--- src/rtl/fadd_normalizer.sv ---
// fadd_normalizer: post-add normalization for the FP32 adder (truncation, valid/ready out).
// Build option: define FADD_NORM_FAST_EN for a single-cycle leading-zero shift instead of 1 bit/cycle.
`default_nettype none

module fadd_normalizer #(
    parameter int EXP_W  = 8,
    parameter int FRAC_W = 23
) (
    input  logic                    clk,
    input  logic                    rst,
    input  logic                    in_valid,
    output logic                    in_ready,
    input  logic                    in_sign,
    input  logic [EXP_W-1:0]        in_exp,
    input  logic [FRAC_W+1:0]       in_mant,
    output logic                    out_valid,
    input  logic                    out_ready,
    output logic [EXP_W+FRAC_W:0]   out_data,
    output logic                    busy
);

    localparam int MW = FRAC_W + 2;
    localparam int EW = EXP_W + 1;
    localparam int DW = 1 + EXP_W + FRAC_W;
    localparam logic [EXP_W-1:0] EXP_MAX = '1;
    localparam logic [EW-1:0]    EXP_ONE = EW'(1);

    localparam logic [1:0] S_IDLE  = 2'd0;
    localparam logic [1:0] S_SHIFT = 2'd1;
    localparam logic [1:0] S_DONE  = 2'd2;

    logic [1:0]    state_q, state_d;
    logic          sign_q, sign_d;
    logic [EW-1:0] exp_q, exp_d;
    logic [MW-1:0] mant_q, mant_d;
    logic [DW-1:0] out_data_q, out_data_d;
    logic          out_valid_q, out_valid_d;

    logic [EW-1:0] w_exp_in, w_exp_inc, w_sh_exp;
    logic [MW-1:0] w_sh_mant;

    // Exponent field is zero when the hidden bit is clear (denormal) and saturates at all-ones.
    function automatic logic [DW-1:0] pack(input logic s, input logic [EW-1:0] e,
                                           input logic [MW-1:0] m);
        logic [EXP_W-1:0] fld;
        if (!m[FRAC_W])
            fld = '0;
        else if (e > {1'b0, EXP_MAX})
            fld = EXP_MAX;
        else
            fld = e[EXP_W-1:0];
        return {s, fld, m[FRAC_W-1:0]};
    endfunction

    assign w_exp_in  = {1'b0, in_exp};
    assign w_exp_inc = w_exp_in + EXP_ONE;
    assign w_sh_mant = mant_q << 1;
    assign w_sh_exp  = exp_q - EXP_ONE;

`ifdef FADD_NORM_FAST_EN
    logic [EW-1:0] w_lzc, w_lim, w_shamt;
    logic [MW-1:0] w_fast_mant;
    logic [EW-1:0] w_fast_exp;

    always_comb begin
        w_lzc = EW'(FRAC_W);
        for (int i = 0; i <= FRAC_W; i++) begin
            if (in_mant[i])
                w_lzc = EW'(FRAC_W - i);
        end
        w_lim       = (w_exp_in > EXP_ONE) ? (w_exp_in - EXP_ONE) : '0;
        w_shamt     = (w_lzc < w_lim) ? w_lzc : w_lim;
        w_fast_mant = in_mant << w_shamt;
        w_fast_exp  = w_exp_in - w_shamt;
    end
`endif

    always_comb begin
        state_d     = state_q;
        sign_d      = sign_q;
        exp_d       = exp_q;
        mant_d      = mant_q;
        out_data_d  = out_data_q;
        out_valid_d = out_valid_q;

        case (state_q)
            S_IDLE: begin
                if (in_valid) begin
                    sign_d      = in_sign;
                    exp_d       = w_exp_in;
                    mant_d      = in_mant;
                    state_d     = S_DONE;
                    out_valid_d = 1'b1;
                    if (in_exp == EXP_MAX) begin
                        out_data_d = {in_sign, EXP_MAX, in_mant[FRAC_W-1:0]};
                    end else if (in_mant == '0) begin
                        out_data_d = '0;
                    end else if (in_mant[MW-1]) begin
                        if (w_exp_inc[EXP_W-1:0] == EXP_MAX)
                            out_data_d = {in_sign, EXP_MAX, {FRAC_W{1'b0}}};
                        else
                            out_data_d = pack(in_sign, w_exp_inc, in_mant >> 1);
                    end else if (in_mant[FRAC_W]) begin
                        out_data_d = pack(in_sign, w_exp_in, in_mant);
                    end else begin
`ifdef FADD_NORM_FAST_EN
                        out_data_d = pack(in_sign, w_fast_exp, w_fast_mant);
`else
                        // Nothing to shift when the exponent is already at its floor.
                        if (w_exp_in <= EXP_ONE) begin
                            out_data_d = pack(in_sign, w_exp_in, in_mant);
                        end else begin
                            state_d     = S_SHIFT;
                            out_valid_d = 1'b0;
                        end
`endif
                    end
                end
            end
            S_SHIFT: begin
                mant_d = w_sh_mant;
                exp_d  = w_sh_exp;
                if (w_sh_mant[FRAC_W] || (w_sh_exp <= EXP_ONE)) begin
                    state_d     = S_DONE;
                    out_valid_d = 1'b1;
                    out_data_d  = pack(sign_q, w_sh_exp, w_sh_mant);
                end
            end
            S_DONE: begin
                if (out_ready) begin
                    state_d     = S_IDLE;
                    out_valid_d = 1'b0;
                end
            end
            default: begin
                state_d     = S_IDLE;
                out_valid_d = 1'b0;
            end
        endcase
    end

    always_ff @(posedge clk or posedge rst) begin
        if (rst) begin
            state_q     <= S_IDLE;
            sign_q      <= 1'b0;
            exp_q       <= '0;
            mant_q      <= '0;
            out_data_q  <= '0;
            out_valid_q <= 1'b0;
        end else begin
            state_q     <= state_d;
            sign_q      <= sign_d;
            exp_q       <= exp_d;
            mant_q      <= mant_d;
            out_data_q  <= out_data_d;
            out_valid_q <= out_valid_d;
        end
    end

    assign in_ready  = (state_q == S_IDLE);
    assign busy      = (state_q != S_IDLE);
    assign out_valid = out_valid_q;
    assign out_data  = out_data_q;

endmodule

`default_nettype wire

--- config.mk ---
export PLATFORM = sky130hd
export DESIGN_NAME = fadd_normalizer
export DESIGN_NICKNAME = d
export VERILOG_FILES = /design/src/rtl/fadd_normalizer.sv
export SDC_FILE = /design/constraint.sdc
export NUM_CORES = 1
export LEC_CHECK = 0
export ABC_AREA = 0
export CAP_MARGIN = 20
export CORE_MARGIN = 2
export CORE_UTILIZATION = 30
export DETAILED_ROUTE_END_ITERATION = 10
export SLEW_MARGIN = 20
export SYNTH_ARGS = -nofsm -noshare
export SYNTH_HDL_FRONTEND = slang
export SYNTH_SLANG_ARGS = --single-unit
--- constraint.sdc ---
create_clock -name clk -period 2.85 [get_ports clk]
set_input_delay 0.57 -clock clk [delete_from_list [all_inputs] [get_ports clk]]
set_output_delay 0.57 -clock clk [all_outputs]
set_load 0.02 [all_outputs]
==> results by stage <==
STA:
- For the pin with the worst max-slew slack, the measured transition is 509 ps.
- Setup violations remaining at the end of the flow were counted as 0.
- The normalized max-slew margin is 0.652.
- Across all hold checks on the routed design, the worst slack comes to 512 ps.
- The clock skew after layout is 5.47 ps.
- The clock period could shrink to 2750 ps.
- The fmax is 0.364 GHz.
- The count of final max-slew check failures is 0.
- The final count of hold timing violations is 0.
- The ratio of final minimum period to clock period is 0.963.

Finish:
- The sequential standard cell area is 1700 um2.
- After routing the design area is 6140 um2.
- At the end of the flow, the number of nets in the layout was 661.
- The area overhead of the layout relative to synthesis is 40.0%.
- The total area of multi-input combinational cells is 2490 um2.
- The number of filler instances in the final layout is 1422.
- The fraction of layout cells with a size suffix above 1 is 0.211.
- 0 antenna diodes ended up in the layout.

Logic synthesis:
- The flip-flop and latch count after synthesis is 68.
- After synthesis, the largest family of logic cells by area is compound AO/OA/AOI/OAI gates.
- The most frequent cell after synthesis is sky130_fd_sc_hd__a21oi_1.
- The commonest cells after synthesis are 85 x sky130_fd_sc_hd__a21oi_1, 68 x sky130_fd_sc_hd__dfrtp_1, 40 x sky130_fd_sc_hd__nor2_1, 39 x sky130_fd_sc_hd__nand2_1, 36 x sky130_fd_sc_hd__o21ai_0.
- Of the total synthesized cell area, the portion taken by full adders, half adders and majority gates is 0.0171.
- The cell count after synthesis is 505.
- The fraction of the mapped netlist area in compound gates is 0.222.
- The cell area after technology mapping is 4390 um2.
- The number of nets handed over by synthesis was approximately 550.
- The cell accounting for the most synthesized area is sky130_fd_sc_hd__dfrtp_1.
- For this run, the register share of the synthesized area comes to 0.388.
- The share of synthesized area in the top cell type comes to 0.388.
- The mux share of post-synthesis cell area is 0.0872.
- Yosys attributes the largest share of cell area to sky130_fd_sc_hd__dfrtp_1 39%, sky130_fd_sc_hd__a21oi_1 9.7%, sky130_fd_sc_hd__mux2_4 6.2%, sky130_fd_sc_hd__and3b_1 4.6%, sky130_fd_sc_hd__o21ai_0 4.1%.
- For this run, the leading register cell type out of synthesis is sky130_fd_sc_hd__dfrtp_1.
- Of the total synthesized cell area, the portion taken by XOR and XNOR cells is 0.0140.
- The Yosys step of the flow raised 0 warnings.
- Counting distinct cell types in the post-synthesis netlist gives 59.
- In the synthesized netlist the async set-or-reset flop fraction comes to 1.00.
- Averaged over all synthesized cells, the footprint is 8.69 um2.
- Of the total synthesized cell area, the portion taken by AND, OR, NAND and NOR gates is 0.219.
- The number of flops mapped to enable cells by yosys is 0.

Drt:
- The total number of vias is 4270.
- The initial DRC count is 303.
- The wire length after detailed routing is 14.1 mm.
- In the routed design, unresolved DRC markers number 0.
- The iteration count of the initial detailed-routing pass is 5.
- The post-detailed-route via-to-cell ratio is 5.30.
- The count of nets left with antenna violations once routing finished came out at 0.
- Dividing the detail-routed wire length by the instance count gives ~18 um.

Clocking:
- The clock insertion delay at the later pin of the skew report is 330 ps.
- Clock-pin slew was measured on the worst setup and hold paths at 60 ps.
- Buffers inserted to repair hold after CTS numbered 0.
- No sink is reached through more buffers than the 2 on the longest clock path.
- The H-tree generated during clock tree synthesis spans 3 levels.
- Buffers inserted during clock tree synthesis total 9.
- The clock drives 68 sinks.
- The root cell of the clock tree is sky130_fd_sc_hd__clkbuf_16.
- The clock tree from TritonCTS is done.

Worst setup path:
- The endpoint identified for the worst register-to-register timing path is out_data[29].
- The worst setup path is captured at a register.
- In this run the worst path has a maximum fanout of 3.
- The number of cells traversed by the worst register-to-register path is 9.
- The worst setup path is launched from an input port.
- The required time at the endpoint of the critical path is 3060 ps.
- The register-to-register path setup slack is 130 ps.
- For the worst setup path, the data arrival time is between 2000 and 3000 ps.
- The critical path in this run is classified as in2reg.
- The worst register-to-register path begins at exp_q[1].

Flow run:
- The tool flagged a number of max-cap violations equal to 0.

Pwr:
- Summed over all cells, the static leakage comes to 2.68 nW.
- The highest ir drop seen on vdd is a little over 0.5 mV.
- In this run the power density over the cells is 977 nW/um2.

Placement:
- Summing all placed instances gives a cell area of between 5000 and 6000 um2.
- The weighted congestion reported at the end of routability-driven placement is 0.856.
- The HPWL after detailed placement is 9.70 mm.
- The number of I/O port buffers is 72.

Floorplanning:
- The standard-cell row count is 44.
- The I/O pin total is 73.
- The total die area is 15600 um2.
- The overall die width is 125 um.
- The starting utilization of the core area is 0.304.
- The core box area is about 14000 um2.
- The floorplan step set the die height to 125 um.

Global route:
- The number of antenna violations at the first check in global routing is 0.
- The first global-routing pass estimated 22.8 mm of wire.
- The via count of the first global-routing pass came to 4294.
- The overall overflow remaining after global route is 0.
- In the global route stage, overall resource usage came out at 0.177.
- The largest net degree at the start of global routing is 69.

Run status:
- The run finished with clean final reports.

Hold path:
- The worst hold path begins at mant_q[7].
- The kind of path behind the tightest hold check is reg2reg.
- The number of cells on the worst hold path is 2.
- The path with the worst hold slack has its endpoint at mant_q[7].
## cells by family (layout without fill, tap and decap cells)
| logic type | Yosys count | in the layout |
|---|---|---|
| simple gates | 178 | 178 |
| compound gates | 164 | 164 |
| flops | 68 | 68 |
| buf+inv | 54 | 171 |
| mux | 28 | 28 |
| xor+xnor | 7 | 7 |
| fa+ha+maj | 6 | 6 |
## cell type report
| type | instances | area share |
|---|---|---|
| Clock buffer | 10 | 0.0389 |
| Clock inverter | 6 | 0.0181 |
| Inverter | 13 | 0.00794 |
| Multi-Input combinational cell | 383 | 0.405 |
| Sequential cell | 68 | 0.277 |
| Tap cell | 184 | 0.0375 |
| Timing Repair Buffer | 142 | 0.216 |
## metrics by stage
stage | instances | setup WS, ps | TNS, ps | util | power, W
2_1_floorplan | 505 | 176 | 0 | - | 0.00347
3_3_place_gp | 788 | -227 | -4240 | 0.399 | 0.00461
3_5_place_dp | 788 | -280 | -4850 | 0.399 | 0.00466
4_1_cts | 804 | 45.0 | 0 | 0.423 | 0.00601
5_1_grt | 806 | -0.152 | -0.152 | 0.426 | 0.00635
6_report | 806 | 105 | 0 | 0.426 | 0.00600
## critical path, stage by stage
cell and delay (ps):
sky130_fd_sc_hd__clkdlybuf4s50_1 420, sky130_fd_sc_hd__or4_4 490, sky130_fd_sc_hd__o41a_1 400, sky130_fd_sc_hd__o211ai_1 150, sky130_fd_sc_hd__a21oi_2 160, sky130_fd_sc_hd__buf_4 170, sky130_fd_sc_hd__or2_4 250, sky130_fd_sc_hd__a221o_1 330
## sequential cells by signal, indices dropped and copies added (netlist names)
register	count
sign_q	1
exp_q	9
out_data	32
mant_q	23
out_valid	1
state_q	2
## cells in the final DEF, fill, tap and decap left out, types with 3 or more instances in the layout
cell / instances
sky130_fd_sc_hd__buf_12: 6
sky130_fd_sc_hd__clkbuf_16: 9
sky130_fd_sc_hd__bufinv_16: 3
sky130_fd_sc_hd__clkdlybuf4s50_1: 70
sky130_fd_sc_hd__and2_1: 3
sky130_fd_sc_hd__nor2b_1: 3
sky130_fd_sc_hd__o21ai_0: 36
sky130_fd_sc_hd__a2bb2oi_1: 3
sky130_fd_sc_hd__xor2_1: 3
sky130_fd_sc_hd__a21oi_1: 85
sky130_fd_sc_hd__o22ai_1: 4
sky130_fd_sc_hd__mux2_4: 18
sky130_fd_sc_hd__buf_4: 64
sky130_fd_sc_hd__a22oi_1: 4
sky130_fd_sc_hd__nor3_1: 10
sky130_fd_sc_hd__dfrtp_1: 68
sky130_fd_sc_hd__o211ai_1: 3
sky130_fd_sc_hd__nor4_1: 4
sky130_fd_sc_hd__nand2_1: 39
sky130_fd_sc_hd__ha_1: 6
sky130_fd_sc_hd__xnor2_1: 4
sky130_fd_sc_hd__and3b_1: 23
sky130_fd_sc_hd__inv_1: 12
sky130_fd_sc_hd__mux2_2: 10
sky130_fd_sc_hd__nand3_1: 33
sky130_fd_sc_hd__nor2_1: 40
## report_power, final
part / internal (W) / total [W] / switching, W
combinational: 0.00141 / 0.00287 / 0.00146
sequential: 0.00144 / 0.00181 / 0.000378
clock: 0.000878 / 0.00132 / 0.000441
total: 0.00373 / 0.00600 / 0.00228
## routing by layer
layer | GRT usage | part of all wire | up-vias
met3 | 0.0291 | 0.037 | 11
met1 | 0.241 | 0.46 | 2095
met2 | 0.296 | 0.49 | 118
met5 | 0 | 0 | -
met4 | 0.0458 | 0.014 | 0
li1 | - | - | 2046
## worst max-delay path by stage
stage	from	endpoint	slack (ps)
2_1_floorplan	exp_q[0]	out_data[11]	180
3_3_place_gp	in_exp[6]	out_data[25]	-230
3_5_place_dp	in_exp[6]	out_data[25]	-280
4_1_cts	in_exp[6]	out_data[25]	40
5_1_grt	in_exp[5]	out_data[25]	-0.2
6_report	in_exp[5]	out_data[25]	100
## timing repair
action / CTS / global route
gates resized for setup: 0 / 5
setup endpoints to repair: 0 / 1
buffers inserted: 0 / 2
(Power assumes the default switching activity.)
